--- config.mk ---
export PLATFORM = sky130hd
export DESIGN_NAME = pc_sequencer
export DESIGN_NICKNAME = d
export VERILOG_FILES = /design/src/rtl/nrisc_pkg.sv /design/src/rtl/pc_next_calc.sv /design/src/rtl/pc_sequencer.sv
export SDC_FILE = /design/constraint.sdc
export NUM_CORES = 1
export LEC_CHECK = 0
export CELL_PAD_IN_SITES_DETAIL_PLACEMENT = 1
export CELL_PAD_IN_SITES_GLOBAL_PLACEMENT = 2
export CORE_ASPECT_RATIO = 0.6
export CORE_MARGIN = 2
export CORE_UTILIZATION = 27
export DETAILED_ROUTE_END_ITERATION = 8
export HOLD_SLACK_MARGIN = 0.08
export PLACE_DENSITY = 0.88
export SLEW_MARGIN = 10
export SYNTH_ARGS = -nofsm -noshare
export SYNTH_HDL_FRONTEND = slang
export SYNTH_SLANG_ARGS = --single-unit
--- constraint.sdc ---
create_clock -name clock -period 1.75 [get_ports clock]
set_input_delay 0.2625 -clock clock [delete_from_list [all_inputs] [get_ports clock]]
set_output_delay 0.2625 -clock clock [all_outputs]
set_load 0.02 [all_outputs]
--- src/rtl/nrisc_pkg.sv ---
// nrisc_pkg: shared definitions for the nRisc program-counter sequencer.
//   ADDR_W               - instruction address width (8 bits)
//   RESET_VECTOR_DEFAULT - default address loaded into the PC after reset
//   state_t              - sequencer state encoding (3 bits)
package nrisc_pkg;

  localparam int ADDR_W = 8;

  localparam logic [ADDR_W-1:0] RESET_VECTOR_DEFAULT = 8'h00;

  typedef enum logic [2:0] {
    INIT  = 3'd0,
    IDLE  = 3'd1,
    FETCH = 3'd2,
    EXEC  = 3'd3,
    WRITE = 3'd4,
    HALT  = 3'd5,
    FAULT = 3'd6
  } state_t;

endpackage

--- src/rtl/pc_next_calc.sv ---
// pc_next_calc: combinational next-PC selection for the nRisc core.
//   pc            in  current PC
//   jump          in  absolute jump request (highest priority)
//   jump_target   in  absolute jump destination
//   ret           in  return request, selects link_reg
//   link_reg      in  saved return address
//   branch_taken  in  PC-relative branch request
//   branch_offset in  signed offset relative to pc+1
//   nxt           out selected next PC (modulo 256)
//   link_value    out return address to save on a linked jump (pc+1)
module pc_next_calc
  import nrisc_pkg::*;
(
  input  logic [ADDR_W-1:0] pc,
  input  logic              jump,
  input  logic [ADDR_W-1:0] jump_target,
  input  logic              ret,
  input  logic [ADDR_W-1:0] link_reg,
  input  logic              branch_taken,
  input  logic [ADDR_W-1:0] branch_offset,
  output logic [ADDR_W-1:0] nxt,
  output logic [ADDR_W-1:0] link_value
);

  logic        [ADDR_W-1:0] pc_inc;
  logic signed [ADDR_W-1:0] offset_s;

  assign pc_inc     = pc + ADDR_W'(1);
  assign offset_s   = $signed(branch_offset);
  assign link_value = pc_inc;

  // An 8-bit add of the two's-complement offset wraps exactly like a signed add
  always_comb begin
    nxt = pc_inc;
    if (jump)
      nxt = jump_target;
    else if (ret)
      nxt = link_reg;
    else if (branch_taken)
      nxt = pc_inc + $unsigned(offset_s);
  end

endmodule

--- src/rtl/pc_sequencer.sv ---
// pc_sequencer: multicycle sequencer for the 8-bit nRisc PC register.
// Drives the PC register's write enable and next value, performs the
// instruction fetch handshake and applies jump/return/branch, stall and halt.
//   clock        in  system clock (sequencer on posedge, PC register on negedge)
//   reset        in  asynchronous active-high reset
//   start        in  leave IDLE and begin execution
//   pc_atual     in  current PC from the PC register
//   proxPC       out next PC value for the PC register
//   SinalEscPC   out PC write enable
//   imem_req     out instruction fetch request
//   imem_addr    out fetch address
//   imem_ack     in  fetch complete
//   instr_valid  out one-cycle pulse on first EXEC cycle
//   stall        in  hold in EXEC
//   jump/jump_target/link/ret/branch_taken/branch_offset in  redirect controls
//   halt         in  halt instruction decoded
//   halted       out high in HALT
//   fault        out high in FAULT (fetch timeout)
//   retired      out count of completed PC updates
module pc_sequencer
  import nrisc_pkg::*;
#(
  parameter logic [7:0] RESET_VECTOR = RESET_VECTOR_DEFAULT,
  parameter int         MAX_WAIT     = 15
) (
  input  logic        clock,
  input  logic        reset,
  input  logic        start,
  input  logic [7:0]  pc_atual,
  output logic [7:0]  proxPC,
  output logic        SinalEscPC,
  output logic        imem_req,
  output logic [7:0]  imem_addr,
  input  logic        imem_ack,
  output logic        instr_valid,
  input  logic        stall,
  input  logic        jump,
  input  logic [7:0]  jump_target,
  input  logic        link,
  input  logic        ret,
  input  logic        branch_taken,
  input  logic [7:0]  branch_offset,
  input  logic        halt,
  output logic        halted,
  output logic        fault,
  output logic [15:0] retired
);

  state_t     state, state_nxt;
  logic [7:0] nxt_reg;
  logic [7:0] link_reg;
  logic [7:0] nxt_calc;
  logic [7:0] link_value;
  logic [7:0] wait_cnt;
  logic       first_exec;
  logic       timeout;
  logic       exec_advance;

  pc_next_calc u_next (
    .pc            (pc_atual),
    .jump          (jump),
    .jump_target   (jump_target),
    .ret           (ret),
    .link_reg      (link_reg),
    .branch_taken  (branch_taken),
    .branch_offset (branch_offset),
    .nxt           (nxt_calc),
    .link_value    (link_value)
  );

  // wait_cnt counts completed FETCH cycles, so it equals MAX_WAIT-1 during
  // the MAX_WAIT-th cycle; an ack in that same cycle still wins.
  assign timeout      = (wait_cnt == 8'(MAX_WAIT - 1));
  assign exec_advance = (state == EXEC) && !halt && !stall;

  always_ff @(posedge clock or posedge reset) begin
    if (reset)
      state <= INIT;
    else
      state <= state_nxt;
  end

  always_comb begin
    state_nxt   = state;
    proxPC      = nxt_reg;
    SinalEscPC  = 1'b0;
    imem_req    = 1'b0;
    imem_addr   = 8'h00;
    instr_valid = 1'b0;
    halted      = 1'b0;
    fault       = 1'b0;
    case (state)
      INIT: begin
        SinalEscPC = 1'b1;
        proxPC     = RESET_VECTOR;
        state_nxt  = IDLE;
      end
      IDLE: begin
        if (start)
          state_nxt = FETCH;
      end
      FETCH: begin
        imem_req  = 1'b1;
        imem_addr = pc_atual;
        if (imem_ack)
          state_nxt = EXEC;
        else if (timeout)
          state_nxt = FAULT;
      end
      EXEC: begin
        instr_valid = first_exec;
        if (halt)
          state_nxt = HALT;
        else if (!stall)
          state_nxt = WRITE;
      end
      WRITE: begin
        SinalEscPC = 1'b1;
        state_nxt  = FETCH;
      end
      HALT:    halted = 1'b1;
      FAULT:   fault  = 1'b1;
      default: state_nxt = INIT;
    endcase
  end

  // link_reg is written after nxt_calc has already read it, so a linked jump
  // to link_reg's own address sees the old value.
  always_ff @(posedge clock or posedge reset) begin
    if (reset) begin
      nxt_reg    <= RESET_VECTOR;
      link_reg   <= RESET_VECTOR;
      retired    <= 16'h0000;
      wait_cnt   <= 8'h00;
      first_exec <= 1'b0;
    end else begin
      first_exec <= (state == FETCH) && imem_ack;
      wait_cnt   <= ((state == FETCH) && !imem_ack) ? wait_cnt + 8'd1 : 8'h00;
      if (exec_advance) begin
        nxt_reg <= nxt_calc;
        if (jump && link)
          link_reg <= link_value;
      end
      if (state == WRITE)
        retired <= retired + 16'd1;
    end
  end

endmodule

---- Word level (Yosys, flattened, before mapping) ----
Index checks and enable logic that the tools add are counted.
cells by class
  add/sub/neg operators ................... 4
  equality and inequality tests ........... 10
  mux-type cells .......................... 17
  bitwise logic cells ..................... 1
  reductions and logical operators ........ 13
operator list
  kind                                           number
  two-way mux 8 bit                              6
  case mux 3 bit (6 select lines)                1
  adder 16 x 1 -> 16 bit, second input constant  1
  adder 8 x 1 -> 8 bit, second input constant    2
  two-way mux 3 bit                              5
  == test 3 bit, second input constant           3
  adder 8 bit                                    1
  == test 8 x 4 -> 1 bit, second input constant  1
  == test 3 x 2 -> 1 bit, second input constant  2
  inequality test 3 bit, second input constant   2
  logical AND 1 bit                              5
  two-way mux 1 bit                              5
  AND reduction 4 bit                            1
  OR reduction 2 bit                             2
  == test 3 x 1 -> 1 bit, second input constant  1
  logical NOT 1 bit                              3
  logical NOT 3 bit                              1
  inequality test 2 bit, second input constant   1
  AND reduction 2 bit                            1
  NOT 1 bit                                      1
storage, ports and cells
  bits in registers ....................... 44
  input port bits ......................... 34
  output and inout port bits .............. 37

---- Depth between registers and ports, before layout ----
  depth in word-level cells ............... 5
  depth in mapped cells ................... 10
  depth with buffers taken out ............ 10

---- Hierarchy ----
From an unflattened synthesis, not the netlist that was laid out.
unflattened totals
  cell total of the unflattened synthesis .. 282
  area, all modules ....................... 2751.4 sq um
modules (own cells, without submodules)
  module        times used  cells each  area each (sq um)  seq. area each (sq um)
  pc_sequencer  1           180         2065.7             1101.1
  pc_next_calc  1           102         685.7              0.0

---- Worst setup path before layout ----
OpenSTA, ideal clock, no wires.
  kind .................................... input to register
  from .................................... input pc_atual[0]
  to ...................................... register nxt_reg[7]
  arrival time ............................ 1990 ps
  required time ........................... 1622 ps
  path slack .............................. -368 ps
  stages .................................. 10
  path buffers ............................ 0
  cell sequence ........................... ha_1 nand3_1 nor2_1 xor2_1 ha_1 a21o_1 a221oi_1 o211ai_1 mux2i_1 nand3_1
on the way
  word-level cells in the longest chain between the ends .. 5
RTL lines
  element                 line                 text
  start: declaration      pc_sequencer.sv:29   input logic [7:0] pc_atual,
  adder 8 x 1 -> 8 bit    pc_next_calc.sv:28   assign pc_inc = pc + ADDR_W'(1);
  net link_value[6]       pc_sequencer.sv:53   logic [7:0] link_value;
  adder 8 bit             pc_next_calc.sv:40   nxt = pc_inc + $unsigned(offset_s);
  two-way mux 8 bit       pc_next_calc.sv:39   else if (branch_taken)
  two-way mux 8 bit       pc_next_calc.sv:37   else if (ret)
  two-way mux 8 bit       pc_next_calc.sv:35   if (jump)
  end signal: assignment  pc_sequencer.sv:140  nxt_reg <= nxt_calc;
  end: declaration        pc_sequencer.sv:50   logic [7:0] nxt_reg;
The timed path passes the listed nets, and every way through them passes these cells.
A chain may end at the register's enable or synchronous reset.

---- Worst setup path after layout ----
Same ends and word-level chain as after synthesis.

==> flow_summary.ini <==
[logic_synthesis]
synth_top_flop_cell = dfrtp_1
synthMuxAreaShare = 0.0390
synth_xor_area_frac = 0.0942
async_reset_ff_frac = 1.00
synth_top_family_by_area = simple AND/OR/NAND/NOR gates
synth_fa_ha_area_frac = 0.0610
ys_ff_latch = 44
synthesis.instances = 294
synth_compound_area_frac = 0.133
synthSimpleGateAreaFrac = 0.240
syn-num-nets = 341
synth.yosys.warnings = 0
synth_cell_types = 51
syn-cell-area_mm2 = 0.00279
synth_edf_count = 0
ys_seq_area_frac = 0.395
avgSynthCellArea_um2 = 9.49

[global_route]
grt_first_pass_wirelength_um = 15300
grt_util_all_layers = 0.182
antenna_found_initial = 0
grt_start_max_net_pins = 45
grt_pass1_vias = 2778
overflow = 0

[critical_path]
crit_type = input pin to flip-flop
start_kind = input pin
reg2reg_to = link_reg[5]
arrival_ns = 2.22
ff2ff_path_depth = 6
r2r_setup_slack_ns = -0.11
worstSetupEndpointType = flip-flop
rr_startpoint = state[0]
cp_max_fo = 4
required_ns = 1.91

[timing]
timing.final.hold_violations = 0
max_slew_margin = 0.783
setup_slack_ns = -0.308
finalCritPeriodShare = 1.18
whs_ns = 0.265
drv_slew = 0
tns_ns = -1.38
tightest_slew_ns = 0.325
min_period_ns = 2.06
finClkSkew_ns = 0.00655
fmax_mhz = 486
setup-violations-final = 21
rsz0062_at_grt = true

[power_and_ir_drop]
ir_drop_mv = 0.494
p_leak_nw = 2.12
power-per-cell-area_mw_per_mm2 = 1100

[placement]
dpl.cell_count = 542
port_buffers = 70
post-dp-hpwl_um = 7340
gp_congestion = 0.870

[min_path]
hp-start = pc_atual[0]
whs_endpoint = link_reg[0]
hold_class = input pin to flip-flop
worstHoldPathCells = 3

[drt]
wl_per_cell_um = 18.5
ant_nets = 0
firstDrtPassIters = 4
drtIter0Drc = 113
viasPerCell = 4.84
totalWireLength_um = 10500
drc_errors = 0
vias = 2732

[final_layout]
drive_gt1_frac = 0.384
final_common_cell = buf_4
largest_register = retired
fin_nets = 476
stdcell_count = 565
largest_register_ffs = 16
layout_common_cells = 53 x buf_4, 44 x dfrtp_1, 40 x clkdlybuf4s50_1
syn2layout_area_growth_pct = 69.9
diodes = 0

[floorplanning]
start_util = 0.280
die_y_um = 82.7
die-area_mm2 = 0.0112
row_count = 28
core_mm2 = 0.00995
boundaryPins = 71
die_w_um = 135

[clock_tree]
cts_made_buffers = 5
clkTransAtPathRegs_ns = 0.06
cts_sinks = 44
cts_tree = yes
cts_max_path_buffers = 2
clk_latency_ns = 0.29
root_buffer = clkbuf_16
htree_levels = 2

[status]
run_status = complete, but fails checks
violations = negative setup slack

[job]
max-cap-violations = 0
[cells in the mapped netlist, types with 4 or more instances]
cell | n | area, um2
a211oi_1 | 9 | 67.6
a21o_1 | 6 | 45.0
a21oi_1 | 11 | 55.1
and2_1 | 11 | 68.8
and3_1 | 8 | 50.1
clkbuf_1 | 5 | 18.8
dfrtp_1 | 44 | 1100
ha_1 | 12 | 150
inv_1 | 9 | 33.8
mux2_1 | 4 | 45.0
nand2_1 | 24 | 90.1
nand3_1 | 12 | 60.1
nand4_1 | 5 | 31.3
nor2_1 | 24 | 90.1
nor2b_1 | 11 | 68.8
o211ai_1 | 4 | 30.0
o21ai_0 | 13 | 65.1
xnor2_1 | 18 | 158
xor2_1 | 12 | 105
[final cells by class]
cell class / count / area [um2]
repair buffers: 139 / 1270
inverters: 9 / 33.8
clock inverters: 3 / 47.5
well taps: 135 / 169
fillers: 1110 / 5210
flip-flops and latches: 44 / 1100
multi-input cells: 230 / 1990
clock buffers: 5 / 125
[logic make-up after synthesis]
kind of cell             Yosys count
multiplexers                      10
AO/OA/AOI/OAI                     56
AND/OR/NAND/NOR                  120
buffers and inverters             21
flip-flops                        44
adder cells (fa/ha/maj)           13
XOR/XNOR                          30
[report_power, final]
group | internal [mW] | leakage (nW) | total (mW) | switching [mW]
Clock | 0.679 | 0.0840 | 1.10 | 0.421
Combinational | 1.32 | 1.46 | 2.65 | 1.33
Sequential | 1.27 | 0.581 | 1.47 | 0.198
[metal layers]
| metal | part of all wire | up-vias | track usage |
|---|---|---|---|
| met5 | 0 | - | 0 |
| met4 | 0.0062 | 0 | 0.0281 |
| met3 | 0.066 | 7 | 0.0580 |
| met2 | 0.43 | 68 | 0.267 |
| met1 | 0.50 | 1348 | 0.266 |
| li1 | - | 1309 | - |
[timing repair]
action                     CTS  global route
pin swaps                   34            27
resized for setup          153            63
cloned                       0             2
hold buffers                 0             0
setup endpoints to repair   31            35
buffers inserted             8             9
[metrics by stage]
| step | setup WS [ns] | cell area, um2 | util | power, mW |
|---|---|---|---|---|
| CTS | -0.161 | 4450 | 0.447 | 4.88 |
| finish | -0.308 | 4740 | 0.476 | 5.22 |
| global placement | -1.08 | 4080 | 0.410 | 3.67 |
| floorplan | -0.208 | 2830 | - | 2.71 |
| global route | -0.352 | 4740 | 0.476 | 5.53 |
| detailed placement | -1.21 | 4080 | 0.410 | 3.74 |
[worst max-delay path, stage by stage]
cell and delay [ns]:
buf_8 0.09, ha_4 0.15, nand3_4 0.08, buf_6 0.14
xnor2_4 0.16, ha_4 0.31, o211ai_1 0.16, o21a_1 0.26
o211ai_1 0.25, mux2i_1 0.27, nand3_1 0.09
[how the worst max path moves through the flow]
| stage | start | slack, ns | depth (start not counted) | to |
|---|---|---|---|---|
| after floorplan | pc_atual[0] | -0.21 | 10 | nxt_reg[7] |
| after global placement | pc_atual[0] | -1.08 | 10 | nxt_reg[4] |
| after detailed placement | pc_atual[0] | -1.21 | 10 | nxt_reg[4] |
| after CTS | pc_atual[1] | -0.16 | 11 | nxt_reg[5] |
| after global routing | pc_atual[0] | -0.35 | 11 | nxt_reg[7] |
| final | pc_atual[0] | -0.31 | 11 | nxt_reg[7] |
Power figures use the tool's default switching activity.
